### src/rtl/mem_access_unit.sv
// MEM-stage data-memory access engine: issues one req/gnt/rsp transaction per
// load/store, holds the pipeline while it is in flight, aligns store lanes and
// extracts/extends load data into mem_data for the MEM/WB register.
module mem_access_unit #(
    parameter int unsigned TIMEOUT = 255,
    parameter int unsigned CNT_W   = 8
) (
    input  logic        clk,
    input  logic        rst,
    input  logic        valid,
    input  logic        mem_read,
    input  logic        mem_write,
    input  logic [2:0]  funct3,
    input  logic [31:0] addr,
    input  logic [31:0] wdata,
    output logic        stall,
    output logic        misalign,
    output logic        bus_err,
    output logic [31:0] mem_data,
    output logic        req,
    output logic        req_we,
    output logic [31:0] req_addr,
    output logic [31:0] req_wdata,
    output logic [3:0]  req_be,
    input  logic        gnt,
    input  logic        rsp_valid,
    input  logic [31:0] rsp_rdata
);

    typedef enum logic [1:0] {
        IDLE     = 2'd0,
        REQ      = 2'd1,
        WAIT_RSP = 2'd2,
        DONE     = 2'd3
    } state_t;

    state_t           state;
    logic [CNT_W-1:0] cnt;
    logic [1:0]       lo_q;
    logic [2:0]       f3_q;

    logic             access;
    logic             is_half;
    logic             is_word;
    logic             start;
    logic [31:0]      st_data;
    logic [3:0]       st_be;
    logic [31:0]      shifted;
    logic [31:0]      ld_val;

    // Access decode, misalignment trap flag, start and pipeline hold
    always_comb begin
        access   = valid & (mem_read | mem_write);
        is_half  = (funct3[1:0] == 2'b01);
        is_word  = funct3[1];
        misalign = access & ((is_half & addr[0]) | (is_word & (addr[1:0] != 2'b00)));
        start    = rst & access & ~misalign & (state == IDLE);
        stall    = start | (rst & ((state == REQ) | (state == WAIT_RSP)));
    end

    // Store lane replication and byte enables from size and address offset
    always_comb begin
        st_data = wdata;
        st_be   = 4'b1111;
        case (funct3[1:0])
            2'b00: begin
                st_data = {4{wdata[7:0]}};
                st_be   = 4'b0001 << addr[1:0];
            end
            2'b01: begin
                st_data = {2{wdata[15:0]}};
                st_be   = addr[1] ? 4'b1100 : 4'b0011;
            end
            default: begin
                st_data = wdata;
                st_be   = 4'b1111;
            end
        endcase
    end

    // Load extraction: shift the addressed lane down, then sign/zero extend
    always_comb begin
        shifted = rsp_rdata >> {lo_q, 3'b000};
        ld_val  = shifted;
        case (f3_q)
            3'b000:  ld_val = {{24{shifted[7]}}, shifted[7:0]};
            3'b001:  ld_val = {{16{shifted[15]}}, shifted[15:0]};
            3'b100:  ld_val = {24'h00_0000, shifted[7:0]};
            3'b101:  ld_val = {16'h0000, shifted[15:0]};
            default: ld_val = shifted;
        endcase
    end

    // Transaction FSM with registered request, result and error outputs
    always_ff @(posedge clk or negedge rst) begin
        if (!rst) begin
            state     <= IDLE;
            cnt       <= '0;
            lo_q      <= 2'b00;
            f3_q      <= 3'b000;
            req       <= 1'b0;
            req_we    <= 1'b0;
            req_addr  <= 32'h0;
            req_wdata <= 32'h0;
            req_be    <= 4'h0;
            mem_data  <= 32'h0;
            bus_err   <= 1'b0;
        end else begin
            bus_err <= 1'b0;
            case (state)
                IDLE: begin
                    if (start) begin
                        state     <= REQ;
                        req       <= 1'b1;
                        // A simultaneous read and write is treated as a load
                        req_we    <= mem_write & ~mem_read;
                        req_addr  <= {addr[31:2], 2'b00};
                        req_wdata <= st_data;
                        req_be    <= st_be;
                        lo_q      <= addr[1:0];
                        f3_q      <= funct3;
                    end
                end
                REQ: begin
                    if (gnt) begin
                        state <= WAIT_RSP;
                        req   <= 1'b0;
                        cnt   <= '0;
                    end
                end
                WAIT_RSP: begin
                    if (rsp_valid) begin
                        state <= DONE;
                        if (!req_we) begin
                            mem_data <= ld_val;
                        end
                    end else if (cnt == CNT_W'(TIMEOUT - 1)) begin
                        state    <= DONE;
                        bus_err  <= 1'b1;
                        mem_data <= 32'h0;
                    end else begin
                        cnt <= cnt + CNT_W'(1);
                    end
                end
                DONE: begin
                    state <= IDLE;
                end
                default: begin
                    state <= IDLE;
                end
            endcase
        end
    end

endmodule

### config.mk
export PLATFORM = sky130hd
export DESIGN_NAME = mem_access_unit
export DESIGN_NICKNAME = d
export VERILOG_FILES = /design/src/rtl/mem_access_unit.sv
export SDC_FILE = /design/constraint.sdc
export NUM_CORES = 1
export LEC_CHECK = 0
export CAP_MARGIN = 20
export CORE_MARGIN = 2
export CORE_UTILIZATION = 48
export DETAILED_ROUTE_END_ITERATION = 10
export PLACE_DENSITY = 0.86
export SLEW_MARGIN = 10
export SYNTH_ARGS = -nofsm -noshare
export SYNTH_HDL_FRONTEND = slang
export SYNTH_SLANG_ARGS = --single-unit
### constraint.sdc
create_clock -name clk -period 5.1 [get_ports clk]
set_input_delay 1.02 -clock clk [delete_from_list [all_inputs] [get_ports clk]]
set_output_delay 1.02 -clock clk [all_outputs]
set_load 0.03 [all_outputs]
# After elaboration in Yosys (flattened, before gate mapping)
# Cells that the tools add are included.
# Widths: inputs -> output; s select.
# word_totals
ff_bits	116
out_inout_bits	105
elab_cells	77
# classes
n_addsub	1
eq_ne	14
shifts	2
muxes	22
bitwise	15
n_reduce_logical	12
# op_table
op	count
$pmux 32 s4	1
$mux 32	3
$pmux 32 s2	1
$shr 32x5->32	1
$mux 8	3
$pmux 8 s2	1
$ne 2x2->1 const B	5
$and 1x1->1	9
$reduce_and 3->1	3
$add 8x1->8 const B	1
$eq 8x8->1 const B	1
$mux 2	4
$pmux 2 s4	1
$pmux 4 s2	1
$reduce_bool 2->1	4
$eq 3x3->1 const B	2
$mux 1	5
$eq 2x1->1 const B	2
$eq 2x2->1 const B	2
$logic_not 2->1	2
$mux 4	1
$or 1x1->1	4
$reduce_and 4->1	1
$shl 1x2->4 const A	1
6 further kinds	7

# Depth between registers and ports, before layout
# logic_depth
depth_word	9
ltp_mapped	8
mapped_depth_nobuf	6

# Least setup slack after synthesis
# Ideal clock, no wire load.
# synth_path
kind	input -> output
startpoint	input mem_write
endpoint	output stall
t_arrival_ps	2158
t_required_ps	4080
slack_ps	1922
stages	5
cell_sequence	o21a_1 nand4b_1 clkbuf_1 clkbuf_1 nand2_1
# synth_between
elab_chain_cells	7
# synth_rtl
item	line_no	text
from (decl)	12	input logic mem_write,
$or 1x1->1 (*)	53	access = valid & (mem_read | mem_write);
$and 1x1->1 (*)	53	
$and 1x1->1	56	misalign = access & ((is_half & addr[0]) | (is_word & (addr[1:0] != 2'b00)));
$not 1->1	57	start = rst & access & ~misalign & (state == IDLE);
$and 1x1->1 (*) (2 in a row)	57	
$or 1x1->1 (*)	58	stall = start | (rst & ((state == REQ) | (state == WAIT_RSP)));
to (decl)	16	output logic stall,
# Every way passes the cells marked *; elsewhere a longest branch is shown, timed or not.

# Worst setup path after layout
# layout_path
startpoint	input addr[0]
endpoint	output stall
# layout_between
elab_chain_cells	8
# layout_rtl
item	line_no	text
from (decl)	14	input logic [31:0] addr,
$reduce_bool 2->1	56	
$and 1x1->1	56	
$or 1x1->1 (*)	56	
$and 1x1->1 (*)	56	
$not 1->1 (*)	57	
$and 1x1->1 (*) (2 in a row)	57	
$or 1x1->1 (*)	58	
# Marked as above.

==> flow_summary_export.csv <==
group,metric,value,unit
timing,hold_viol,0,
logic_synthesis,synth_common_cells,"116 x dfrtp_1, 65 x nand2_1, 51 x mux2_2, 40 x o21ai_0, 39 x mux2i_1",
global_route,antenna_found_initial,0,
detailed_routing,via_per_inst,5.56,
global_route,grt_max_degree,103,
global_route,grt_pass1_vias,5006,
die,die-area,0.0125,mm2
logic_synthesis,syn_area_per_cell,11.6,um2
pwr,switching_share,40.0,%
logic_synthesis,ys_top_cells_by_area,"dfrtp_1 52%, mux2_2 10%, mux2i_1 7.0%",
die,die_w,112,um
timing,setup_viol,0,
logic_synthesis,ys_types,47,
timing,period_needed,3720,ps
critical_path,crit_required,4080,ps
die,rows,39,
clock_tree,clockRootBuffer,"clkbuf_16",
timing,tightestPinTransition,1040,ps
detailed_routing,drt_iter0_markers,184,
layout,layout-drive-gt1-share,16.4,%
timing,fmax,268,MHz
pwr,power,5.30,mW
layout,area_growth,50.1,%
pwr,power_switching,2.12,mW
placement,port_buffers,208,
timing,relSlewSlack,30.1,%
pwr,p_int,3.18,mW
logic_synthesis,synth-warning-count,0,
critical_path,slowest_delay,660,ps
layout,diodes,0,
clock_tree,cts_buffers,17,
run,cap_violations,0,
logic_synthesis,yosys.area.top_type,"dfrtp_1",
clock_tree,post_cts_buffers,0,
logic_synthesis,synth_most_common_cell,"dfrtp_1",
logic_synthesis,ys_seq_elements,116,
status,outcome,"completed",
logic_synthesis,ys_seq_area_share,52.2,%
die,ioPinCount,211,
logic_synthesis,async_flop_share,100,%
clock_tree,clock_sink_count,116,
logic_synthesis,synth_edf_count,0,
timing,clock_skew,9.86,ps
layout,seq_area,0.00290,mm2
timing,rsz0062_at_grt,"false",
clock_tree,cts_tree,"done",
critical_path,cp-start-kind,"primary input",
critical_path,crit_path_cell_trace,"clkdlybuf4s50_1 > o21ai_0 > nand4b_1 > nand2_1 > clkdlybuf4s50_1",
layout,fin_nets,795,
critical_path,crit_path_top_delay_cell,"clkdlybuf4s50_1",
global_route,grt_pass1_wl,25700,um
pwr,pwr-share-seq,29.9,%
clock_tree,h-tree-depth,4,
pwr,combPwrFrac,47.9,%
critical_path,end_kind,"output port",
placement,gp_congestion,0.801,
worst_hold_path,hp-class,"reg -> reg",
clock_tree,clkLatencyLatePin,400,ps
pwr,cellPowerDensity,636,mW/mm2
logic_synthesis,synth_cells,480,
clock_tree,hold_buffers,0,
critical_path,r2r_setup_slack,2500,ps
placement,dp_hpwl,11300,um
detailed_routing,firstDrtPassIters,5,
global_route,groute.usage.overall,25.9,%
layout,nFillCells,799,
critical_path,crit_top_cell,"clkdlybuf4s50_1",
global_route,overflow,0,
detailed_routing,dr_total_vias,4663,
detailed_routing,wl_per_cell,19.1,um
die,core_area,0.0114,mm2
pwr,leakagePower,3.64,nW
clock_tree,clockBufferDepth,2,
layout,multi_input_area,0.00248,mm2
die,die_y,112,um
critical_path,crit_fanout,5,
logic_synthesis,synth.top_cell.area_share,52.2,%
detailed_routing,detail_route.drc_violations,0,
timing,finalCritPeriodShare,73.0,%
logic_synthesis,syn-cell-area,0.00556,mm2
timing,setup_tns,0,ps
die,start_util,48.9,%
pwr,ir_drop,0.375,mV
critical_path,path_class,"in -> out",
timing,finalMaxSlewViolations,0,
detailed_routing,antenna_left,0,
detailed_routing,wirelength,16000,um
clock_tree,clk_pin_slew_worst_paths,50,ps
logic_synthesis,ys.flop_type,"dfrtp_1",
pwr,pwr-share-clk,22.2,%
critical_path,worst-endpoint-arrival,2700,ps
clock_tree,post_cts_resized,0,
## through the flow
stage               util (%)  worst slack [ps]  std cells  cell area, um2  hold WS [ps]
global placement        67.9              1420        806            7720           451
CTS                     73.1              1380        838            8310           470
global route            73.3              1210        839            8340           502
detailed placement      67.9              1390        806            7720           457
finish                  73.3              1380        839            8340           473
floorplan                  -              1920        481            5560           502
## final cells by class
type / instances / area share, %
clock inverters: 14 / 1.86
well taps: 143 / 2.15
clock buffers: 18 / 5.27
flip-flops and latches: 116 / 34.8
multi-input cells: 326 / 29.8
repair buffers: 215 / 25.8
inverters: 7 / 0.315
## cells by family (layout without fill, tap and decap cells)
kind of cell,Yosys count,count (layout),synth area share (%)
AND/OR/NAND/NOR,119,119,10.3
flip-flops,116,116,52.2
AO/OA/AOI/OAI,100,100,11.7
multiplexers,99,99,21.1
buffers and inverters,39,254,3.22
adder cells (fa/ha/maj),6,6,1.35
other,1,2,0.0675
## power by group through the flow
stage / clock network, mW / registers (mW) / logic (mW)
2_1_floorplan: 0 / 2.23 / 0.818
3_3_place_gp: 0 / 1.56 / 2.48
3_5_place_dp: 0 / 1.59 / 2.53
4_1_cts: 1.19 / 1.58 / 2.56
5_1_grt: 1.23 / 1.63 / 2.69
6_report: 1.18 / 1.58 / 2.54
## final timing paths
path                             start           end  cells past startpoint
setup / recovery               addr[0]         stall                      5
hold reg to reg            mem_data[0]   mem_data[0]                      2
min in group asynchronous          rst  req_wdata[5]                      1
hold / removal             mem_data[0]   mem_data[0]                      2
max in group asynchronous          rst  mem_data[18]                      3
setup reg to reg              state[0]  mem_data[26]                      6
## worst max-delay path, delay by kind of cell
| kind | cells | cell delay, ps |
|---|---|---|
| AOI/OAI and AO/OA | 1 | 300 |
| buffers and inverters | 2 | 1120 |
| and+or+nand+nor | 2 | 260 |
## layout by cell type (no fill, tap or decap), types with 2 or more instances in the layout
cell type,count
a21o_1,2
a21oi_1,24
a221o_1,6
a221o_2,9
and3_1,3
buf_4,7
bufinv_16,2
clkbuf_16,17
clkdlybuf4s50_1,207
clkinv_4,4
clkinvlp_4,5
conb_1,2
dfrtp_1,116
ha_1,6
inv_1,7
inv_6,2
mux2_2,51
mux2i_1,39
mux4_2,8
nand2_1,65
nand2b_1,9
nand3_1,15
nand4_1,2
nor2_1,10
nor2b_1,4
o211ai_1,2
o21ai_0,40
o2bb2ai_1,7
or2_2,2
## state kept, by name (all words and copies together) (netlist names)
signal,cells
f3_q,3
req_wdata,32
cnt,8
bus_err,1
mem_data,32
req,1
req_be,4
req_we,1
lo_q,2
state,2
req_addr,30
## per-layer routing
| metal | vias up | routed length (um) | track usage (%) |
|---|---|---|---|
| met4 | 0 | 273 | 7.49 |
| li1 | 2142 | - | - |
| met5 | - | 0 | 0 |
| met3 | 23 | 1320 | 9.64 |
| met2 | 189 | 8050 | 45.2 |
| met1 | 2309 | 6380 | 30.1 |
(Power assumes the default switching activity.)
